$ cat src/rtl/fir4_cla_u.sv
// rtl/fir4_cla_u.sv - 4-tap unity-coefficient signed FIR, tree of carry-lookahead adders
// Delay line ar..dr feeds (ar+br)+(cr+dr) combinationally into the registered sum s.

module fir4_cla_u_cla #(
   parameter int N = 17
) (
   input  logic [N-1:0] x_i,
   input  logic [N-1:0] y_i,
   output logic [N-1:0] sum_o
);
   localparam int NG = (N + 3) / 4;

   logic [N-1:0]  g;
   logic [N-1:0]  p;
   logic [N-1:0]  c;
   logic [NG-1:0] gc;
   logic          grp_g;
   logic          grp_p;
   logic          term;
   int            idx;

   always_comb begin
      g     = x_i & y_i;
      p     = x_i ^ y_i;
      c     = '0;
      gc    = '0;
      grp_g = 1'b0;
      grp_p = 1'b0;
      term  = 1'b0;
      idx   = 0;
      for (int k = 0; k < NG; k++) begin
         // Group carry-in from the previous (always full) group's G/P.
         if (k > 0) begin
            grp_g = 1'b0;
            grp_p = 1'b1;
            for (int j = 0; j < 4; j++) begin
               term = g[4*(k-1)+j];
               for (int m = j + 1; m < 4; m++) term &= p[4*(k-1)+m];
               grp_g |= term;
               grp_p &= p[4*(k-1)+j];
            end
            gc[k] = grp_g | (grp_p & gc[k-1]);
         end
         // Flattened in-group carries; the last group may be partial.
         for (int j = 0; j < 4; j++) begin
            idx = 4 * k + j;
            if (idx < N) begin
               term = gc[k];
               for (int m = 0; m < j; m++) term &= p[4*k+m];
               c[idx] = term;
               for (int b = 0; b < j; b++) begin
                  term = g[4*k+b];
                  for (int m = b + 1; m < j; m++) term &= p[4*k+m];
                  c[idx] = c[idx] | term;
               end
            end
         end
      end
      sum_o = p ^ c;
   end
endmodule

module fir4_cla_u #(
   parameter int w = 16
) (
   input  logic         clk,
   input  logic         reset,
   input  logic [w-1:0] a,
   output logic [w+1:0] s
);
   logic [w-1:0] ar_q, br_q, cr_q, dr_q;
   logic [w:0]   ab_sum, cd_sum;
   logic [w+1:0] s_d, s_q;

   fir4_cla_u_cla #(.N(w + 1)) u_add_ab (
      .x_i   ({ar_q[w-1], ar_q}),
      .y_i   ({br_q[w-1], br_q}),
      .sum_o (ab_sum)
   );

   fir4_cla_u_cla #(.N(w + 1)) u_add_cd (
      .x_i   ({cr_q[w-1], cr_q}),
      .y_i   ({dr_q[w-1], dr_q}),
      .sum_o (cd_sum)
   );

   fir4_cla_u_cla #(.N(w + 2)) u_add_fin (
      .x_i   ({ab_sum[w], ab_sum}),
      .y_i   ({cd_sum[w], cd_sum}),
      .sum_o (s_d)
   );

   always_ff @(posedge clk) begin
      if (reset) begin
         ar_q <= '0;
         br_q <= '0;
         cr_q <= '0;
         dr_q <= '0;
         s_q  <= '0;
      end else begin
         ar_q <= a;
         br_q <= ar_q;
         cr_q <= br_q;
         dr_q <= cr_q;
         s_q  <= s_d;
      end
   end

   assign s = s_q;
endmodule

$ cat config.mk
export PLATFORM = sky130hd
export DESIGN_NAME = fir4_cla_u
export DESIGN_NICKNAME = d
export VERILOG_FILES = /design/src/rtl/fir4_cla_u.sv
export SDC_FILE = /design/constraint.sdc
export NUM_CORES = 1
export LEC_CHECK = 0
export ABC_CLOCK_PERIOD_IN_PS = 3300
export BUFFER_PORTS_ARGS = -buffer_cell sky130_fd_sc_hd__buf_2
export CAP_MARGIN = 20
export CORE_ASPECT_RATIO = 1.75
export CORE_MARGIN = 5
export CORE_UTILIZATION = 25
export CTS_BUF_LIST = sky130_fd_sc_hd__clkbuf_2
export DETAILED_ROUTE_END_ITERATION = 16
export PLACE_DENSITY_LB_ADDON = 0.12
export SLEW_MARGIN = 40
export SYNTH_ARGS = -nofsm -noshare
export SYNTH_HDL_FRONTEND = slang
export SYNTH_HIERARCHICAL = 1
export SYNTH_SLANG_ARGS = --single-unit
$ cat constraint.sdc
create_clock -name clk -period 3.3 [get_ports clk]
set_input_delay 0.33 -clock clk [delete_from_list [all_inputs] [get_ports clk]]
set_output_delay 0.33 -clock clk [all_outputs]
set_load 0.05 [all_outputs]
**After elaboration in Yosys (flattened, before gate mapping)**

Index checks and enable logic that the tools add are counted.

- Bits in registers: 82
- Input bits: 18
- Logic and storage cells: 259

- Bitwise logic cells: 254

Operator list:

| kind | number |
|---|---|
| $and A1 B1 Y1 | 136 |
| $or A1 B1 Y1 | 109 |
| $xor A17 B17 Y17 | 4 |
| $xor A18 B18 Y18 | 2 |
| $and A16 B16 Y16 | 2 |
| $and A17 B17 Y17 | 1 |

**Logic depth before layout (Yosys ltp)**

- Word-level depth: 36
- Depth in mapped cells: 21

**Hierarchy**

Netlist, hierarchy kept.

By module, submodules not included:

| module | instances | cells an instance | area each (um^2) |
|---|---|---|---|
| fir4_cla_u | 1 | 173 | 2456.1 |
| fir4_cla_u_cla (u_add_ab ...) | 2 | 75 | 625.6 |
| fir4_cla_u_cla (u_add_fin) | 1 | 74 | 688.2 |

**Worst setup path after synthesis**

OpenSTA, ideal clock, no wires.

- Kind: register to register
- Start: register ar_q[1]
- End: register s_q[17], in the netlist s[17]
- Library setup time: 115 ps
- Data arrival time: 3579 ps
- Required time: 3185 ps
- Setup slack: -394 ps
- Cell stages (with the launch flop): 17
- Path buffers: 0
- Cells stage by stage: dfxtp_1 -> ha_1 -> ha_1 -> o211ai_1 -> nand2_1 -> a21oi_1 -> o21bai_1 -> fa_1 -> xor2_1 -> ha_1 -> a21o_1 -> a21o_1 -> a221oi_2 -> o21ai_1 -> fa_1 -> xnor2_1 -> nor2b_1

- Elaborated cells on any way between the ends: 103
- Those cells by class: 103 x bitwise

RTL lines:

| element | line | text |
|---|---|---|
| start: declaration | 71 | `logic [w-1:0] ar_q, br_q, cr_q, dr_q;` |
| start signal: assignment | 95 | `ar_q <= '0;` |
| start signal: assignment | 101 | `ar_q <= a;` |
| $xor A17 B17 Y17 | 24 | `p = x_i ^ y_i;` |
| $and A1 B1 Y1 (3 in a row) | 38 | `for (int m = j + 1; m < 4; m++) term &= p[4*(k-1)+m];` |
| $or A1 B1 Y1 (*) (3 in a row) | 39 | `grp_g \|= term;` |
| $and A1 B1 Y1 (*) | 42 | `gc[k] = grp_g \| (grp_p & gc[k-1]);` |
| $or A1 B1 Y1 (*) | 42 |  |
| $and A1 B1 Y1 (*) | 42 |  |
| $or A1 B1 Y1 (*) | 42 |  |
| $and A1 B1 Y1 (*) | 49 | `for (int m = 0; m < j; m++) term &= p[4*k+m];` |
| (+2 left out) | -- |  |
| net ab_sum[13] | 72 | `logic [w:0] ab_sum, cd_sum;` |
| $xor A18 B18 Y18 | 24 |  |
| $and A1 B1 Y1 (3 in a row) | 38 |  |
| $or A1 B1 Y1 (3 in a row) | 39 |  |
| $or A1 B1 Y1 (*) | 42 |  |
| $and A1 B1 Y1 (*) | 49 |  |
| $or A1 B1 Y1 (*) | 54 | `c[idx] = c[idx] \| term;` |
| $xor A18 B18 Y18 (*) | 59 | `sum_o = p ^ c;` |
| net s_d[17] | 73 | `logic [w+1:0] s_d, s_q;` |
| end signal: assignment | 99 | `s_q <= '0;` |
| end signal: assignment | 105 | `s_q <= s_d;` |
| end: declaration | 73 |  |

The timed path passes the listed nets; every way through them passes the cells marked *.
A chain may end at the register's enable or synchronous reset.

**Final worst setup path**

- Start: register dr_q[1]
- End: register s_q[17], in the netlist s[17]

- Elaborated cells on any way between the ends: 103
- Those cells by class: 103 x bitwise

RTL lines:

| element | line | text |
|---|---|---|
| start: declaration | 71 |  |
| start signal: assignment | 104 | `dr_q <= cr_q;` |
| $xor A17 B17 Y17 | 24 |  |
| $and A1 B1 Y1 (3 in a row) | 38 |  |
| $or A1 B1 Y1 (*) (3 in a row) | 39 |  |
| $and A1 B1 Y1 (*) | 42 |  |
| $or A1 B1 Y1 (*) | 42 |  |
| $and A1 B1 Y1 (*) | 42 |  |
| $or A1 B1 Y1 (*) | 42 |  |
| $and A1 B1 Y1 (*) | 49 |  |
| (+2 left out) | -- |  |
| net cd_sum[13] | 72 |  |
| $xor A18 B18 Y18 | 24 |  |
| $and A1 B1 Y1 (3 in a row) | 38 |  |
| $or A1 B1 Y1 (3 in a row) | 39 |  |
| $or A1 B1 Y1 (*) | 42 |  |
| $and A1 B1 Y1 (*) | 49 |  |
| $or A1 B1 Y1 (*) | 54 |  |
| $xor A18 B18 Y18 (*) | 59 |  |
| net s_d[17] | 73 |  |

Marks and branches as above.

==> qor.txt <==
Failing checks = negative setup slack
Core area = 0.0174 mm²
Net Sw Frac = 31.2%
Htree depth = 3
GRT Total Usage = 10.6%
Vias in the first global route = 3462
R2r setup slk = -0.52 ns
Final Cycle Share = 116%
Initial Utilization = 25.3%
Synth-to-layout area growth = 38.7%
CTS buffer count = 9
Largest net degree at the start of global routing = 70
Clk buf depth = 2
Setup TNS = -4.08 ns
Area after DPL = 0.00553 mm²
Family with the most delay on the worst path = adder cells
Worst hold slack = 0.446 ns
Data required time at the worst endpoint = 3.78 ns
Outcome = finished with violations
Peak VDD IR = 0.000143 V
DRT iter0 DRCs = 26
Antenna-violating nets left = 0
Worst Path Arrival = 4.30 ns
# DRC = 0
Hold Fails Final Rpt = 0
Crit path time final = 3.82 ns
Crit start category = register
Final nets = 641
Clock sink count = 82
Final setup violation count = 10
Port Buffer Count = 35
Clk network pwr share = 29.2%
Hold Path Class = input pin to register
Detailed Place HPWL = 7600 µm
Synthesized flop and latch total = 82
Sequential Power Share = 46.5%
CP max stage cell = dfxtp_2
Count of warnings emitted by yosys = 6
WS Path Type = register to register
Place WS = -0.627 ns
Crit. End Element = register
Post-Syn Instances = 397
Register area share after synthesis = 37.3%
Clock latency on the worst-skew pair = 0.60 ns
Combinational share of power = 24.2%
Final Wtd Congestion = 0.812
Die Wd = 110 µm
Reg clk slew, reported paths = 0.28 ns
Max cap viols = 0
CTS root buf = clkbuf_2
First-pass GRT wire length = 16200 µm
Buf/Inv on CP = 0
Initial antenna violation count = 1
Chip height = 185 µm
Static leakage = 2.87 nW
Fin Clk Skew = 0.0432 ns
Layout cells sized above 1 = 49.5%
Layout Utilization = 35.1%
Via density = 4.00
Global route overflow = 0
Final Max Tran Viols = 0
CP max stage delay = 0.40 ns
I/O Pins = 36
Crit-path cells = ha_4 -> ha_4 -> o211ai_1 -> nand2_2 -> a21oi_4 -> o21bai_4 -> fa_2 -> xor2_1 -> ha_1 -> a21o_1 -> a21o_1 -> a221oi_2 -> o21ai_1 -> fa_2 -> xnor2_2 -> nor2b_2
Design Area, Final = 0.00609 mm²
CTS tree = done
Post-DR wirelength/cell = 12.3 µm
Routed wire length = 9660 µm
Int Pwr = 1.58 mW
Initial DRT Pass Iterations = 3
PD cells = 377 mW/mm²
Synthesized area per cell = 11.1 µm²
Count of different cell masters after synthesis = 29
CP max FO = 3
Fmax = 262 MHz
Syn nets = 488
RSZ-0062 raised after global routing = true
Cell Area, Synth = 0.00440 mm²
Slew @ Worst Pin = 0.485 ns
Switch Pwr = 0.716 mW
Die area = 0.0204 mm²
Worst slew margin = 67.7%
Row Count = 64
Setup ws final = -0.520 ns
Routed vias = 3146
## power groups by stage
stage	Sequential [mW]	Combinational [mW]	Clock, mW
floorplan	1.18	0.242	0
global placement	1.09	0.526	0
detailed placement	1.09	0.526	0
CTS	1.07	0.569	0.723
global route	1.08	0.612	0.750
finish	1.07	0.557	0.672
## layer usage
layer	up-vias	part of all wire [%]	GRT usage, %
met5	-	0	0
met4	0	3.4	5.57
met3	15	2.3	2.13
met2	25	61	21.5
met1	1474	34	9.39
li1	1632	-	-
## path summary, 6_finish.rpt
path	from	end	cells past startpoint
worst max-delay path	dr_q[1]	s[17]	16
worst min register to register	ar_q[14]	br_q[14]	1
worst max register to register	dr_q[1]	s[17]	16
worst min-delay path	a[11]	ar_q[11]	3
## metrics by stage
| stage | cells | total power [mW] |
|---|---|---|
| 3_5_place_dp | 742 | 1.62 |
| 3_3_place_gp | 742 | 1.62 |
| 6_report | 787 | 2.30 |
| 2_1_floorplan | 397 | 1.42 |
| 4_1_cts | 785 | 2.37 |
| 5_1_grt | 787 | 2.44 |
## what timing repair did
action	4_1_cts	5_1_grt
gates resized for setup	27	7
buffers inserted	3	1
endpoints found under the hold margin	21	0
pin swaps	21	4
endpoints found under the setup margin	11	12
hold buffers	24	0
## registers in the layout, summed over array words and instances (netlist names)
name and flops:
cr_q 16, ar_q 16, br_q 16, s 18, dr_q 16
## layout make-up
type	count	area [µm²]
Fill cell	1821	11300
Clock inverter	7	106
Sequential cell	82	1650
Antenna cell	1	2.50
Multi-Input combinational cell	303	2860
Tap cell	231	289
Clock buffer	9	45.0
Timing Repair Buffer	151	1130
Inverter	3	11.3
## cells in the mapped netlist
cell type | instances | area, µm²
o21a_1 | 13 | 97.6
xor2_1 | 16 | 140
nand2_1 | 22 | 82.6
inv_1 | 3 | 11.3
nor2_1 | 17 | 63.8
a21oi_2 | 1 | 8.76
xnor2_1 | 18 | 158
dfxtp_1 | 82 | 1640
nand4_1 | 3 | 18.8
o211ai_2 | 1 | 12.5
nor2b_2 | 80 | 701
a221oi_2 | 1 | 15.0
and4_2 | 1 | 10.0
a21oi_1 | 26 | 130
o32ai_2 | 1 | 16.3
o211ai_1 | 2 | 15.0
fa_1 | 13 | 260
ha_1 | 60 | 751
o21ai_1 | 3 | 15.0
nand2b_1 | 1 | 6.26
nand3_1 | 1 | 5.00
o21bai_1 | 3 | 22.5
o21ai_0 | 7 | 35.0
nor3_1 | 5 | 25.0
buf_6 | 9 | 101
or2_2 | 1 | 6.26
nor2b_1 | 3 | 18.8
or3_1 | 2 | 12.5
a21o_1 | 2 | 15.0
## worst min-delay path, cell delays in order
cell and delay (ns):
dlygate4sd3_1 0.51, buf_2 0.09, nor2b_2 0.10
## kinds of logic (layout without fill, tap and decap cells)
| group | Yosys count | count (layout) | synth area share, % |
|---|---|---|---|
| fa+ha+maj | 73 | 73 | 23.0 |
| xor+xnor | 34 | 34 | 6.77 |
| flops | 82 | 82 | 37.3 |
| buf+inv | 12 | 170 | 2.56 |
| other cells | 0 | 1 | 0 |
| simple gates | 136 | 136 | 21.6 |
| compound gates | 60 | 60 | 8.71 |
## layout by cell type (no fill, tap or decap), types with 2 or more instances in the layout
cell type,n
a21o_1,2
a21oi_1,21
a21oi_2,4
a21oi_4,2
buf_2,34
buf_4,89
buf_6,3
bufinv_16,2
clkbuf_2,9
dfxtp_1,77
dfxtp_2,5
dlygate4sd3_1,24
fa_1,6
fa_2,7
ha_1,50
ha_2,6
ha_4,4
inv_2,2
inv_6,3
nand2_1,19
nand2_2,3
nand4_1,3
nor2_1,12
nor2_2,5
nor2b_1,2
nor2b_2,81
nor3_1,4
o211ai_1,2
o21a_1,13
o21ai_0,5
o21ai_1,4
o21bai_4,2
or3_1,2
xnor2_1,16
xnor2_2,2
xor2_1,15
(Power assumes the default switching activity.)
